## src/rtl/capture_pkg.sv

```systemverilog
// capture_pkg: state encoding, default widths and the segment-period helper
// shared by the capture sequencer and its segment timer.
package capture_pkg;

  typedef enum logic [1:0] {
    ST_IDLE    = 2'd0,
    ST_WAIT_GO = 2'd1,
    ST_CAPTURE = 2'd2,
    ST_DONE    = 2'd3
  } state_e;

  localparam int SAMPLES_W_DEF  = 20;
  localparam int SEGMENTS_W_DEF = 16;
  localparam int PERIOD_W       = 32;

  // A segment period must leave at least one idle cycle after the last write.
  function automatic logic [PERIOD_W-1:0] eff_period(input logic [PERIOD_W-1:0] cycles,
                                                     input logic [PERIOD_W-1:0] samples);
    return (cycles <= samples) ? samples + PERIOD_W'(1) : cycles;
  endfunction

endpackage

```

## src/rtl/segment_timer.sv

```systemverilog
// segment_timer: one-shot period down-counter that requests the start of the
// next segment. Only present when SEGMENT_CYCLE_TRIGGER_EN is defined.
`ifdef SEGMENT_CYCLE_TRIGGER_EN
module segment_timer
  import capture_pkg::*;
(
  input  logic                adc_clk,
  input  logic                reset,
  input  logic                clear_i,
  input  logic                load_i,
  input  logic [PERIOD_W-1:0] period_i,
  output logic                fire_o
);

  logic [PERIOD_W-1:0] cnt_q, cnt_d;
  logic                run_q, run_d;

  // Reload on every segment start, count down once, stop at zero.
  always_comb begin
    cnt_d = cnt_q;
    run_d = run_q;
    if (clear_i) begin
      cnt_d = '0;
      run_d = 1'b0;
    end else if (load_i) begin
      cnt_d = period_i - PERIOD_W'(1);
      run_d = 1'b1;
    end else if (run_q) begin
      if (cnt_q == '0) run_d = 1'b0;
      else             cnt_d = cnt_q - PERIOD_W'(1);
    end
  end

  // Counter state registers.
  always_ff @(posedge adc_clk or posedge reset) begin
    if (reset) begin
      cnt_q <= '0;
      run_q <= 1'b0;
    end else begin
      cnt_q <= cnt_d;
      run_q <= run_d;
    end
  end

  // Fires in the cycle before the next segment's first write.
  assign fire_o = run_q && (cnt_q == '0);

endmodule
`endif

```

## src/rtl/capture_sequencer.sv

```systemverilog
// capture_sequencer: turns trigger-unit go pulses into per-segment FIFO write
// bursts, counts samples/segments, flags missed triggers and signals done.
// Optional feature macro: SEGMENT_CYCLE_TRIGGER_EN (later segments started by
// a fixed-period timer instead of go pulses).
module capture_sequencer
  import capture_pkg::*;
#(
  parameter int SAMPLES_W  = SAMPLES_W_DEF,
  parameter int SEGMENTS_W = SEGMENTS_W_DEF
) (
  input  logic                  adc_clk,
  input  logic                  reset,
  input  logic                  arm_i,
  input  logic                  capture_active_i,
  input  logic                  capture_go_i,
  input  logic [SAMPLES_W-1:0]  num_samples_i,
  input  logic [SEGMENTS_W-1:0] num_segments_i,
  input  logic [PERIOD_W-1:0]   segment_cycles_i,
  output logic                  fifo_wr_en_o,
  output logic                  segment_start_o,
  output logic                  capture_done_o,
  output logic [SEGMENTS_W-1:0] segment_count_o,
  output logic                  missed_go_o,
  output logic [1:0]            state_o
);

  state_e                state_q, state_d;
  logic [SAMPLES_W-1:0]  sample_cnt_q, sample_cnt_d;
  logic [SAMPLES_W-1:0]  eff_samples_q, eff_samples_d;
  logic [SEGMENTS_W-1:0] eff_segments_q, eff_segments_d;
  logic [SEGMENTS_W-1:0] seg_cnt_q, seg_cnt_d;
  logic                  wr_en_q, wr_en_d;
  logic                  start_q, start_d;
  logic                  done_q, done_d;
  logic                  missed_q, missed_d;

  logic [SAMPLES_W-1:0]  eff_samples_in;
  logic [SEGMENTS_W-1:0] eff_segments_in;
  logic [SEGMENTS_W-1:0] seg_cnt_inc;
  logic                  go_accept;
  logic                  go_is_miss;

  // A zero count means "one".
  assign eff_samples_in  = (num_samples_i == '0) ? SAMPLES_W'(1) : num_samples_i;
  assign eff_segments_in = (num_segments_i == '0) ? SEGMENTS_W'(1) : num_segments_i;
  assign seg_cnt_inc     = seg_cnt_q + SEGMENTS_W'(1);

`ifdef SEGMENT_CYCLE_TRIGGER_EN
  logic [PERIOD_W-1:0] period_q, period_d;
  logic                timer_fire;

  segment_timer u_segment_timer (
    .adc_clk  (adc_clk),
    .reset    (reset),
    .clear_i  (state_q == ST_IDLE),
    .load_i   (start_d),
    .period_i (period_q),
    .fire_o   (timer_fire)
  );

  // Only the first segment waits for a go pulse; later go pulses are ignored.
  assign go_accept  = (seg_cnt_q == '0) ? (capture_go_i && capture_active_i) : timer_fire;
  assign go_is_miss = capture_go_i && (seg_cnt_q == '0);

  // Segment period is latched together with the rest of the configuration.
  always_comb begin
    period_d = period_q;
    if (state_q == ST_IDLE && arm_i)
      period_d = eff_period(segment_cycles_i, PERIOD_W'(eff_samples_in));
  end

  // Period register.
  always_ff @(posedge adc_clk or posedge reset) begin
    if (reset) period_q <= '0;
    else       period_q <= period_d;
  end
`else
  logic unused_segment_cycles;
  assign unused_segment_cycles = ^segment_cycles_i;

  assign go_accept  = capture_go_i && capture_active_i;
  assign go_is_miss = capture_go_i;
`endif

  // Next-state and registered-output logic; abort (arm low) has priority.
  always_comb begin
    state_d        = state_q;
    sample_cnt_d   = sample_cnt_q;
    eff_samples_d  = eff_samples_q;
    eff_segments_d = eff_segments_q;
    seg_cnt_d      = seg_cnt_q;
    missed_d       = missed_q;
    wr_en_d        = 1'b0;
    start_d        = 1'b0;
    done_d         = 1'b0;
    case (state_q)
      ST_IDLE: begin
        if (arm_i) begin
          state_d        = ST_WAIT_GO;
          seg_cnt_d      = '0;
          missed_d       = 1'b0;
          eff_samples_d  = eff_samples_in;
          eff_segments_d = eff_segments_in;
        end
      end
      ST_WAIT_GO: begin
        if (!arm_i) begin
          state_d = ST_IDLE;
        end else if (go_accept) begin
          state_d      = ST_CAPTURE;
          sample_cnt_d = '0;
          wr_en_d      = 1'b1;
          start_d      = 1'b1;
        end
      end
      ST_CAPTURE: begin
        if (go_is_miss) missed_d = 1'b1;
        if (!arm_i) begin
          state_d = ST_IDLE;
        end else if (sample_cnt_q == eff_samples_q - SAMPLES_W'(1)) begin
          seg_cnt_d = seg_cnt_inc;
          if (seg_cnt_inc == eff_segments_q) begin
            state_d = ST_DONE;
            done_d  = 1'b1;
          end else begin
            state_d = ST_WAIT_GO;
          end
        end else begin
          sample_cnt_d = sample_cnt_q + SAMPLES_W'(1);
          wr_en_d      = 1'b1;
        end
      end
      ST_DONE: begin
        if (!arm_i) state_d = ST_IDLE;
        else        done_d  = 1'b1;
      end
      default: state_d = ST_IDLE;
    endcase
  end

  // FSM state, counters and outputs.
  always_ff @(posedge adc_clk or posedge reset) begin
    if (reset) begin
      state_q        <= ST_IDLE;
      sample_cnt_q   <= '0;
      eff_samples_q  <= '0;
      eff_segments_q <= '0;
      seg_cnt_q      <= '0;
      wr_en_q        <= 1'b0;
      start_q        <= 1'b0;
      done_q         <= 1'b0;
      missed_q       <= 1'b0;
    end else begin
      state_q        <= state_d;
      sample_cnt_q   <= sample_cnt_d;
      eff_samples_q  <= eff_samples_d;
      eff_segments_q <= eff_segments_d;
      seg_cnt_q      <= seg_cnt_d;
      wr_en_q        <= wr_en_d;
      start_q        <= start_d;
      done_q         <= done_d;
      missed_q       <= missed_d;
    end
  end

  assign fifo_wr_en_o    = wr_en_q;
  assign segment_start_o = start_q;
  assign capture_done_o  = done_q;
  assign segment_count_o = seg_cnt_q;
  assign missed_go_o     = missed_q;
  assign state_o         = state_q;

endmodule

```

## config.mk

```make
export PLATFORM = sky130hd
export DESIGN_NAME = capture_sequencer
export DESIGN_NICKNAME = d
export VERILOG_FILES = /design/src/rtl/capture_pkg.sv /design/src/rtl/segment_timer.sv /design/src/rtl/capture_sequencer.sv
export SDC_FILE = /design/constraint.sdc
export NUM_CORES = 1
export LEC_CHECK = 0
export CORE_MARGIN = 4
export CORE_UTILIZATION = 48
export DETAILED_ROUTE_END_ITERATION = 10
export PLACE_DENSITY = 0.79
export SLEW_MARGIN = 20
export SYNTH_ARGS = -nofsm -noshare
export SYNTH_HDL_FRONTEND = slang
export SYNTH_SLANG_ARGS = --single-unit
```

## constraint.sdc

```tcl
create_clock -name adc_clk -period 3.45 [get_ports adc_clk]
set_clock_uncertainty 0.2 [all_clocks]
set_input_delay 0.69 -clock adc_clk [delete_from_list [all_inputs] [get_ports adc_clk]]
set_output_delay 0.69 -clock adc_clk [all_outputs]
set_load 0.005 [all_outputs]
```

==> results of run 1 <==
[power by group through the flow]
stage                     combinational [mW]  sequential, mW  clock, mW
after floorplan                         1.21            1.37          0
after global placement                  1.53            1.50          0
after detailed placement                1.59            1.52          0
after CTS                               1.61            1.50      0.693
after global routing                    1.84            1.57      0.730
final                                   1.68            1.54      0.682
[routing by layer]
layer,global-route usage,wire (um),vias to the layer above
met5,0,0,-
met4,0.0793,289,0
met3,0.0348,879,28
met2,0.341,6670,183
met1,0.313,6520,2355
li1,-,-,2272
[worst max-delay path: cells and delay by family, from the launching register on]
family,cells,cell delay [ns]
compound gates,3,0.55
fa+ha+maj,1,0.19
buf+inv,2,0.24
flops,1,0.39
simple gates,5,1.71
[registers in the layout (all words and copies together) (netlist names)]
signal / count
sample_cnt_q: 20
fifo_wr_en_o: 1
missed_go_o: 1
segment_count_o: 16
segment_start_o: 1
eff_segments_q: 16
state_o: 2
capture_done_o: 1
eff_samples_q: 20
[kinds of logic after synthesis]
logic type | share of synthesized area
AO/OA/AOI/OAI | 0.157
XOR/XNOR | 0.0699
adder cells (fa/ha/maj) | 0.0166
buffers and inverters | 0.0454
flip-flops | 0.371
multiplexers | 0.0846
AND/OR/NAND/NOR | 0.255
[cells in the final DEF (no fill, tap or decap), drive strengths merged, types with 6 or more instances in the layout]
master and instances:
o211ai 11, o31ai 6, inv 16, nor4 20, or2 6, buf 29
a21o 7, nand4 21, ha 7, nor3 16, xor2 14, a21oi 24
and3 7, or3 13, nand2 54, nand3 25, nand4b 9, and2 6
nand2b 8, a31oi 6, clkdlybuf4s50 62, o21ai 29, or4 8, nor2 19
dfrtp 78, mux2 36, xnor2 28, clkbuf 13
[how the worst max path moves through the flow]
| stage | start | endpoint | slack (ns) | cells after the start |
|---|---|---|---|---|
| after global routing | eff_samples_q[1] | segment_count_o[10] | 0.009 | 11 |
| final | eff_samples_q[0] | segment_count_o[10] | 0.11 | 11 |
| after floorplan | eff_samples_q[0] | segment_count_o[14] | 0.19 | 13 |
| after global placement | eff_samples_q[6] | segment_count_o[10] | 0.12 | 9 |
| after CTS | eff_samples_q[6] | segment_count_o[10] | 0.03 | 9 |
| after detailed placement | eff_samples_q[6] | segment_count_o[10] | 0.02 | 9 |
[area by class of cell]
type / count / area [um^2]
Clock buffer: 11 / 151
Fill cell: 875 / 4060
Tap cell: 136 / 170
Timing Repair Buffer: 93 / 930
Sequential cell: 78 / 1950
Clock inverter: 5 / 41.3
Multi-Input combinational cell: 443 / 3140
Inverter: 15 / 56.3
[repair_timing]
| item | in CTS | in global routing |
|---|---|---|
| setup endpoints to repair | 0 | 30 |
| buffers inserted | 0 | 4 |
| gates resized for setup | 0 | 13 |
==> flow_metrics.tcl, run 1 <==
set metrics [dict create \
    status "complete, no violations" \
    r2r_cells 11 \
    end_kind "register" \
    synth-seq-area-share 0.371 \
    synth_edf_count 0 \
    dr_total_vias 4838 \
    yosysWarnings 0 \
    cts_tree "built" \
    drv_slew 0 \
    dp_hpwl_um 10500 \
    instances_no_fill 781 \
    slew_headroom 0.482 \
    htreeDepth 3 \
    p_int_mw 2.30 \
    cp_cell_sequence "inv_2 > ha_2 > or4b_4 > or4_1 > a31o_1 > o21ai_2 > nand2_1 > or3_4 > buf_12 > nor4_4 > a2bb2oi_2" \
    cp_slowest_cell "or4b_4" \
    final.min_clock_period_ns 3.34 \
    path_class "register to register" \
    clock_path_buffers 2 \
    ios 95 \
    drtPass1Iterations 4 \
    powerDensity_nw_per_um2 605 \
    synth_top_area_frac 0.371 \
    worstPathRequired_ns 3.56 \
    synth_common_cells "dfrtp_1, nand2_1, mux2_2, clkbuf_1, xnor2_1" \
    p_seq_frac 0.395 \
    arrival_ns 3.45 \
    antenna_found_initial 0 \
    rsz0062_at_grt "no" \
    p_leak_nw 2.52 \
    synth-seq-cells 78 \
    wl_per_cell_um 18.4 \
    r2r_start "eff_samples_q[0]" \
    drv_cap 0 \
    place_congestion 0.978 \
    cp-start-kind "register" \
    whs_ns 0.344 \
    max_stage_delay_ns 0.51 \
    syn2layout_area_growth_pct 22.4 \
    ir_drop_v 0.000455 \
    hold_violations 0 \
    syn_area_per_cell_um2 9.14 \
    worst-slew-pin-transition_ns 0.775 \
    pwr-share-comb 0.430 \
    start_util 0.501 \
    drtIter0Drc 311 \
    clock_sinks 78 \
    dieArea_um2 12700 \
    syn_area_um2 5260 \
    placement_rows 37 \
    grt_pass1_wl_um 22800 \
    root_buffer "clkbuf_8" \
    fmax_mhz 299 \
    overflow 0 \
    dieHeight_um 113 \
    reg2reg_to "segment_count_o[10]" \
    clkPwrFrac 0.175 \
    cts_buffers 9 \
    synth_cells 576 \
    io_buffers 62 \
    p_switching_mw 1.60 \
    grt_max_degree 50 \
    yosysTopAreaCell "dfrtp_1" \
    min_path_type "register to register" \
    synthTopCellsByArea "dfrtp_1, mux2_2, xnor2_1, nand2_1, nand4_1" \
    drc 0 \
    drive_gt1_frac 0.177 \
    placed_cell_area_um2 6100 \
    routed_via_density 6.19 \
    drt-total-wl_um 14400 \
    die_x_um 113 \
    yosysMostFrequentCell "dfrtp_1" \
    ys_types 73 \
    p_total_mw 3.90 \
    grt_pass1_vias 4605 \
    layout.nets 720 \
    setup_viol 0 \
    swShare 0.409 \
    syn_nets 656 \
    hp-start "eff_samples_q[19]" \
    worstHoldPathCells 1 \
    hold_path_end "eff_samples_q[19]" \
    path_clk_slew_ns 0.10 \
    fin_setup_tns_ns 0 \
    place_ws_ns 0.0192 \
    r2r_slack_ns 0.11 \
    final_util 0.613 \
    cp_max_fo 18 \
    grt_use_total 0.220 \
    clock_latency_ns 0.37 \
    worst_slack_ns 0.111 \
    dp_cells 759 \
    antennaDiodeCount 0 \
    synthArstFlopShare 1.00 \
    detail-route-antenna-nets 0 \
    core-area_um2 10500 \
    synth_ff_type "dfrtp_1" \
    finalCritPeriodShare 0.968 \
    final_cell_area_um2 6440 \
    postCtsHoldBufs 0 \
]
No activity file was read; power rests on OpenSTA's default activity.
==> inputs of run 2 (changes only) <==
--- a/config.mk
+++ b/config.mk
@@ -9,6 +9,7 @@
 export CORE_UTILIZATION = 48
 export DETAILED_ROUTE_END_ITERATION = 10
 export PLACE_DENSITY = 0.79
+export SKIP_LAST_GASP = 1
 export SLEW_MARGIN = 20
 export SYNTH_ARGS = -nofsm -noshare
 export SYNTH_HDL_FRONTEND = slang
==> flow_metrics.tcl, run 2 (synthesis results as in run 1) <==
set metrics [dict create \
    rsz0062_at_grt "yes" \
    detail-route-antenna-nets 0 \
    dr_total_vias 4847 \
    multi_input_area_um2 3140 \
    clock_latency_ns 0.37 \
    fmax_mhz 297 \
    grt_pass1_vias 4605 \
    antennaDiodeCount 0 \
    wl_per_cell_um 18.4 \
    drv_slew 0 \
    p_leak_nw 2.52 \
    finalCritPeriodShare 0.977 \
    fillCellCount 875 \
    root_buffer "clkbuf_8" \
    grt_max_degree 50 \
    layout.nets 720 \
    dp_hpwl_um 10500 \
    ir_drop_v 0.000456 \
    hold_violations 0 \
    status "complete, no violations" \
    cp_slowest_cell "or4b_4" \
    start_util 0.501 \
    postCtsHoldBufs 0 \
    reg_top3 "eff_samples_q (20), sample_cnt_q (20)" \
    dieHeight_um 113 \
    worstPathRequired_ns 3.56 \
    worst_slack_ns 0.0784 \
    grt_use_total 0.220 \
    placement_rows 37 \
    syn2layout_area_growth_pct 22.4 \
    ios 95 \
    p_total_mw 3.90 \
    place_ws_ns 0.0192 \
    max_stage_delay_ns 0.51 \
    worst-slew-pin-transition_ns 0.780 \
    path_clk_slew_ns 0.10 \
    clock_sinks 78 \
    final.min_clock_period_ns 3.37 \
    overflow 0 \
    cts_buffers 9 \
    core-area_um2 10500 \
    die_x_um 113 \
    drc 0 \
    routed_via_density 6.21 \
    cp-start-kind "register" \
    slew_headroom 0.479 \
    drv_cap 0 \
    setup_viol 0 \
    path_class "register to register" \
    end_kind "register" \
    drive_gt1_frac 0.177 \
    htreeDepth 3 \
    cp_max_fo 18 \
    antenna_found_initial 0 \
    arrival_ns 3.48 \
    place_congestion 0.978 \
    drt-total-wl_um 14400 \
    dieArea_um2 12700 \
    cts_tree "built" \
    drtPass1Iterations 4 \
    mostFrequentLayoutCells "dfrtp_1, clkdlybuf4s50_1, nand2_1" \
    grt_pass1_wl_um 22800 \
    powerDensity_nw_per_um2 605 \
    clock_path_buffers 2 \
    min_path_type "register to register" \
    final_common_cell "dfrtp_1" \
    drtIter0Drc 309 \
    io_buffers 62 \
    regArea_um2 1950 \
    cp_cell_sequence "inv_2 > ha_2 > or4b_4 > or4_1 > a31o_1 > o21ai_2 > nand2_1 > or3_4 > buf_12 > nor4_4 > a2bb2oi_2" \
]
-- run 2: cell counts in the layout (fill, tap and decap cells not counted) --
Identical to the previous run, type by type.
-- run 2: path summary, 6_finish.rpt --
check	from	to	slack, ns	depth (start not counted)
min in group asynchronous	reset	eff_segments_q[7]	0.53	2
setup / recovery	eff_samples_q[0]	segment_count_o[10]	0.08	11
hold / removal	eff_samples_q[19]	eff_samples_q[19]	0.34	1
max in group asynchronous	reset	sample_cnt_q[5]	1.84	3
hold reg to reg	eff_samples_q[19]	eff_samples_q[19]	0.34	1
setup reg to reg	eff_samples_q[0]	segment_count_o[10]	0.08	11
-- run 2: where the power goes --
group	total, mW	switching, mW	internal, mW
combinational	1.68	0.838	0.840
sequential	1.54	0.383	1.16
clock	0.680	0.374	0.306
total	3.90	1.60	2.30
-- run 2: critical path, delay by kind of cell (launching register included) --
family,cells,cell delay [ns]
simple gates,5,1.70
flops,1,0.39
buf+inv,2,0.24
compound gates,3,0.58
fa+ha+maj,1,0.19
-- run 2: cell type report --
class,count,area share
Multi-Input combinational cell,443,0.488
Tap cell,136,0.0264
Sequential cell,78,0.303
Clock buffer,11,0.0235
Inverter,15,0.00874
Timing Repair Buffer,93,0.144
Clock inverter,5,0.00641
-- run 2: through the flow --
| stage | std cells | util | hold slack (ns) | TNS (ns) | area (um^2) |
|---|---|---|---|---|---|
| floorplan | 576 | - | 0.270 | 0 | 5260 |
| global placement | 759 | 0.581 | 0.312 | 0 | 6100 |
| detailed placement | 759 | 0.581 | 0.327 | 0 | 6100 |
| CTS | 775 | 0.599 | 0.347 | 0 | 6300 |
| global route | 781 | 0.613 | 0.357 | -0.127 | 6440 |
| finish | 781 | 0.613 | 0.344 | 0 | 6440 |
-- run 2: what timing repair did --
action                                 4_1_cts  5_1_grt
endpoints found under the hold margin        0        0
setup endpoints to repair                    0       30
buffers inserted                             0        4
gates resized for setup                      0       13
-- run 2: routing by layer --
metal / vias up / GRT usage / wire length, um
met3: 29 / 0.0348 / 958
met4: 0 / 0.0793 / 303
met2: 199 / 0.341 / 6670
met5: - / 0 / 0
met1: 2351 / 0.313 / 6440
li1: 2268 / - / -
